--- config.mk ---
export PLATFORM = sky130hd
export DESIGN_NAME = rgb_breathe_pwm
export DESIGN_NICKNAME = d
export VERILOG_FILES = /design/src/rtl/rgb_breathe_pwm.sv
export SDC_FILE = /design/constraint.sdc
export NUM_CORES = 1
export LEC_CHECK = 0
export ABC_AREA = 1
export CORE_MARGIN = 2
export CORE_UTILIZATION = 55
export CTS_BUF_LIST = sky130_fd_sc_hd__clkbuf_4 sky130_fd_sc_hd__clkbuf_8
export DETAILED_ROUTE_END_ITERATION = 10
export PLACE_DENSITY = 0.77
export REMOVE_ABC_BUFFERS = 1
export SYNTH_ARGS = -nofsm -noshare
export SYNTH_HDL_FRONTEND = slang
export SYNTH_SLANG_ARGS = --single-unit
export TNS_END_PERCENT = 30
--- constraint.sdc ---
create_clock -name clk -period 2.4 [get_ports clk]
set_input_delay 0.24 -clock clk [delete_from_list [all_inputs] [get_ports clk]]
set_output_delay 0.24 -clock clk [all_outputs]
set_load 0.005 [all_outputs]
--- src/rtl/rgb_breathe_pwm.sv ---
// Round-robin LED breathing controller: one channel at a time ramps its PWM duty 0->max->0.
// Optional gamma correction is enabled by defining GAMMA_EN.
module rgb_breathe_pwm #(
  parameter int CHANNELS   = 3,
  parameter int BITS       = 8,
  parameter int PRESCALER  = 4,
  parameter bit ACTIVE_LOW = 1'b1
) (
  input  logic                        clk,
  input  logic                        rst,
  input  logic                        en,
  output logic [CHANNELS-1:0]         pwm_out,
  output logic [$clog2(CHANNELS)-1:0] active_ch,
  output logic [BITS-1:0]             level,
  output logic                        cycle_done
);

  localparam int CH_W = $clog2(CHANNELS);
  localparam logic [BITS-1:0] MAX_LVL = '1;
  localparam logic [CH_W-1:0] LAST_CH = CH_W'(CHANNELS - 1);
  localparam logic [CHANNELS-1:0] OFF_VEC = {CHANNELS{ACTIVE_LOW}};

  typedef enum logic {ST_UP, ST_DOWN} state_t;

  logic [BITS-1:0]     r_pwm_cnt;
  logic [BITS-1:0]     r_level;
  logic [CH_W-1:0]     r_active_ch;
  logic                r_cycle_done;
  logic [CHANNELS-1:0] r_pwm_out;
  state_t              r_state;

  logic                w_period_end;
  logic                w_step;
  logic [BITS-1:0]     w_duty;
  logic [CHANNELS-1:0] w_pwm_next;

  // NOTE: sequential state is always assigned with <= so every flop samples pre-edge values.
  always_ff @(posedge clk) begin
    if (rst) begin
      r_pwm_cnt <= '0;
    end else if (en) begin
      r_pwm_cnt <= r_pwm_cnt + 1'b1;
    end
  end

  assign w_period_end = en && (r_pwm_cnt == MAX_LVL);

  generate
    if (PRESCALER > 0) begin : g_pre
      logic [PRESCALER-1:0] r_pre_cnt;

      always_ff @(posedge clk) begin
        if (rst) begin
          r_pre_cnt <= '0;
        end else if (w_period_end) begin
          r_pre_cnt <= r_pre_cnt + 1'b1;
        end
      end

      assign w_step = w_period_end && (&r_pre_cnt);
    end else begin : g_no_pre
      assign w_step = w_period_end;
    end
  endgenerate

  // Triangle ramp; the DOWN->UP turn at level 0 is the channel handoff point.
  always_ff @(posedge clk) begin
    if (rst) begin
      r_state      <= ST_UP;
      r_level      <= '0;
      r_active_ch  <= '0;
      r_cycle_done <= 1'b0;
    end else begin
      r_cycle_done <= 1'b0;
      if (w_step) begin
        case (r_state)
          ST_UP: begin
            if (r_level == MAX_LVL) begin
              r_state <= ST_DOWN;
              r_level <= MAX_LVL - 1'b1;
            end else begin
              r_level <= r_level + 1'b1;
            end
          end
          ST_DOWN: begin
            if (r_level != '0) begin
              r_level <= r_level - 1'b1;
            end else begin
              r_state <= ST_UP;
              if (r_active_ch == LAST_CH) begin
                r_active_ch  <= '0;
                r_cycle_done <= 1'b1;
              end else begin
                r_active_ch <= r_active_ch + 1'b1;
              end
            end
          end
          default: r_state <= ST_UP;
        endcase
      end
    end
  end

`ifdef GAMMA_EN
  localparam int PW = 2 * BITS;
  logic [BITS-1:0] r_duty;

  // Squared level keeps only the top BITS of the full-width product.
  always_ff @(posedge clk) begin
    if (rst) begin
      r_duty <= '0;
    end else begin
      r_duty <= BITS'((PW'(r_level) * PW'(r_level)) >> BITS);
    end
  end

  assign w_duty = r_duty;
`else
  assign w_duty = r_level;
`endif

  // NOTE: every always_comb output gets a default first so no latch is inferred.
  always_comb begin
    w_pwm_next = OFF_VEC;
    if (en) begin
      for (int i = 0; i < CHANNELS; i++) begin
        if (CH_W'(i) == r_active_ch) begin
          w_pwm_next[i] = ACTIVE_LOW ^ (r_pwm_cnt < w_duty);
        end
      end
    end
  end

  always_ff @(posedge clk) begin
    if (rst) begin
      r_pwm_out <= OFF_VEC;
    end else begin
      r_pwm_out <= w_pwm_next;
    end
  end

  assign pwm_out    = r_pwm_out;
  assign active_ch  = r_active_ch;
  assign level      = r_level;
  assign cycle_done = r_cycle_done;

endmodule
==> run summary <==
Yosys attributes the largest share of cell area to sky130_fd_sc_hd__dfxtp_1 31%, sky130_fd_sc_hd__nand2_1 16%, sky130_fd_sc_hd__ha_1 8.5%. The sum of routed wire length over all layers is 3620 um. Clock tree synthesis selected as its root buffer the cell sky130_fd_sc_hd__clkbuf_4.

The highest layer touched by signal routing is met4. In this run, flip-flops and latches consume around two thirds of the power. The final hold violation count came out at 0. Data on the critical path is required at its endpoint by around 2.2 ns. The setup clock skew after layout came out at approximately 0.0031 ns.

The first routing iteration left approximately 120 violations. The area share of the largest cell type after synthesis came out at a little under a third. A synthesized cell averages approximately 6.8 um^2. Global routing finished with a remaining overflow of 0.

After routing, the total negative slack on setup checks comes to 0 ns. For this block, the via count after detailed routing is roughly 1700. The max-slew violation count came to 0.

The switching power came out at 0.164 mW. The layout cell share with drive strength beyond 1 is under 10%. The longest individual stage delay on the worst path came out at roughly 0.57 ns. The routability congestion estimate came out at just over 0.9. Counting every instance in the synthesized netlist gives between 200 and 300. The final routed wire length divided by cell count is 11.3 um. TritonCTS built the clock tree.

The sequential fraction of the synthesis area is 30.8%. The clock group share of total power came out at between 20% and 30%. The number of buffers inserted for hold repair after clock tree synthesis is 0. Setup repair after global routing left no endpoint under its margin. The routed length on met2 came out at around 1700 um. The maximum number of pins on one net before global-route repair is 17. The maximum vdd drop is roughly 0.31 mV. The met3 wire length came out at about 100 um.

In this run, synthesis inferred 0 flip-flops with an integrated enable. Input and output buffers added on the ports amount to 16. The number of nets in the finished design came out at 291. The clock network latency to the later pin of the worst-skew pair came out at about 0.33 ns. In the final routing, the length of wire on met1 measures 1780 um. The pre-antenna-repair detailed-routing pass consisted of 4 iterations. The sequential cell area came out at ~540 um^2. The number of antenna violations at the first check in global routing came out at 0. The netlist area before placement is about 1800 um^2. The detailed-placement wirelength estimate came out at between 2000 and 3000 um. In the final layout, the multi-input gates occupy 1080 um^2. Of all nets on the critical path, the largest fanout is 9. The final setup violation count came out at 0. The critical path buffer and inverter count came out at 1. The residual antenna-violating net count after detailed routing came out at 0.

Clock tree synthesis inserted a total of 3 buffers. Sorting the synthesized cells by how often they occur yields 74 x sky130_fd_sc_hd__nand2_1, 27 x sky130_fd_sc_hd__dfxtp_1, 26 x sky130_fd_sc_hd__inv_1, 25 x sky130_fd_sc_hd__nor2_1. The power share of the combinational group came out at under 10%. Walking the worst path, the cells encountered are clkdlybuf4s50_1. The total power per unit cell area came out at roughly 350 nW/um^2.

The transition time of the tightest slew-check pin is around 0.34 ns. Grouping stages by cell kind, the critical path spends the most delay in buffers and inverters. In the routed design, unresolved DRC markers number 0. The flow ran to the end, and the final reports show no timing, DRC or antenna violations. The floorplan step set the die height to 60.5 um.

Net switching is a little under a quarter of the power. The top-level port count is 17. The headroom to the max-slew limit came out at 77.3%. The maximum number of buffers from clock root to sink is 2. The internal power of the cells totals about 0.53 mW.

The via count of the first global-routing pass is 1397. The endpoint type of the worst setup path is an output pin. The floorplan die width came out at slightly above 60 um. The maximum clock rate came out at slightly below 600 MHz. The share of the clock period used by the worst path came out at 70.3%. The die area is ~3700 um^2. The number of warning messages in the yosys log came out at 0.

The first-pass GRT wire length is 5990 um. The minimum clock period came out at about 1.7 ns. The cell leakage power came out at 0.862 nW. The post-CTS repair timing setup buffer count came out at 0. The area growth from synthesis to layout is 13.9%. The H-tree depth is 1. The post-CTS resize count came out at 0. The register bit count reported by yosys is 27. The number of antenna diodes in the final layout is 0.

The share of synthesized registers carrying an async set or reset came out at 0%. sky130_fd_sc_hd__dfxtp_1 takes more of the synthesized area than any other cell. sky130_fd_sc_hd__nand2_1 is the most common cell in the netlist. The worst hold path belongs to the class flip-flop to flip-flop. The global-route total usage across every layer came out at about 22%. For this run, the leading register cell type out of synthesis is sky130_fd_sc_hd__dfxtp_1.

The cell at the slowest stage of the critical path is sky130_fd_sc_hd__clkdlybuf4s50_1. The signal arrival time at the worst endpoint came out at around 1.5 ns. The TritonCTS sink count is 27. The initial utilization of the core area, before any placement, comes to between 50% and 60%. The worst setup path is launched from a flip-flop. The post-placement worst setup slack is 0.618 ns.

The final worst-path setup slack came out at 0.713 ns. The register clock-pin slew on the reported worst setup and hold paths is 0.15 ns. The number of fill cells came out at 290.

The count of unique library cells instantiated by Yosys is 30. Summing internal, switching and leakage power gives between 0.6 and 0.7 mW. Using the TritonRoute via totals, the vias-per-cell ratio works out to between 5 and 6. The worst setup path is of the flip-flop to output pin kind. In this run the standard cell core region covers a little over 3000 um^2. Max-cap violations in this run came to 0. The floorplan has 20 rows.
==> area by class of cell <==
type / instances / share of cell area, %
clock buffers: 3 / 1.13
clock inverters: 1 / 0.375
repair buffers: 18 / 8.76
well taps: 44 / 2.75
flip-flops and latches: 27 / 27.0
multi-input cells: 196 / 54.1
inverters: 30 / 5.88
==> worst paths after layout <==
path	cells after the start	slack, ns	to	startpoint
worst max register to register	5	0.77	pwm_out[1]	level[7]
worst min-delay path	2	0.50	g_pre.r_pre_cnt[0]	g_pre.r_pre_cnt[0]
worst min register to register	2	0.50	g_pre.r_pre_cnt[0]	g_pre.r_pre_cnt[0]
worst max-delay path	1	0.71	level[6]	level[6]
==> worst min-delay path: stages (launching register included) <==
cell and delay (ns):
sky130_fd_sc_hd__dfxtp_1 0.36, sky130_fd_sc_hd__inv_1 0.06, sky130_fd_sc_hd__a21oi_1 0.06
==> power groups by stage <==
stage               logic [mW]  registers (mW)  clock network [mW]
finish                  0.0332           0.456               0.205
floorplan               0.0179           0.465                   0
detailed placement      0.0335           0.466                   0
global placement        0.0325           0.466                   0
CTS                     0.0335           0.456               0.213
global route            0.0385           0.457               0.229
==> per-layer routing <==
layer / vias to the layer above / GRT usage (%)
met3: 6 / 2.35
li1: 876 / -
met5: - / 0
met1: 740 / 28.4
met2: 30 / 37.0
met4: 0 / 8.07
==> cell usage in the layout, fill, tap and decap left out, types with 2 or more instances in the layout <==
cell / instances
sky130_fd_sc_hd__nand2_1: 74
sky130_fd_sc_hd__dfxtp_1: 27
sky130_fd_sc_hd__inv_1: 26
sky130_fd_sc_hd__nor2_1: 25
sky130_fd_sc_hd__nand3_1: 18
sky130_fd_sc_hd__a21oi_1: 18
sky130_fd_sc_hd__clkdlybuf4s50_1: 16
sky130_fd_sc_hd__ha_1: 12
sky130_fd_sc_hd__o21ai_0: 10
sky130_fd_sc_hd__nand4_1: 7
sky130_fd_sc_hd__a21oi_2: 6
sky130_fd_sc_hd__nor3_1: 4
sky130_fd_sc_hd__nand2_2: 3
sky130_fd_sc_hd__o21a_1: 3
sky130_fd_sc_hd__xor2_1: 3
sky130_fd_sc_hd__clkbuf_4: 3
sky130_fd_sc_hd__clkinv_1: 2
sky130_fd_sc_hd__nor2_4: 2
sky130_fd_sc_hd__nor2_2: 2
sky130_fd_sc_hd__buf_4: 2
==> through the flow <==
step                      instances  hold slack [ns]  instance area (um^2)  utilization [%]
after floorplan                 253            0.302                  1740                -
after global placement          315            0.475                  1970             64.5
after detailed placement        315            0.481                  1970             64.5
after CTS                       319            0.505                  2000             65.5
after global routing            319            0.538                  2000             65.5
final                           319            0.503                  2000             65.5
==> sequential cells by signal (all words and copies together), names as in the netlist <==
register	cells
active_ch	2
cycle_done	1
g_pre.r_pre_cnt	4
level	8
pwm_out	3
r_pwm_cnt	8
r_state	1
==> kinds of logic (layout without fill, tap and decap cells) <==
family          after synthesis  after routing  share of synthesized area (%)
xor+xnor                      3              3                           1.50
flops                        27             27                           30.8
compound gates               40             40                           13.7
fa+ha+maj                    12             12                           8.55
simple gates                141            141                           37.9
buf+inv                      34             52                           7.62
No activity file was read; power rests on OpenSTA's default activity.
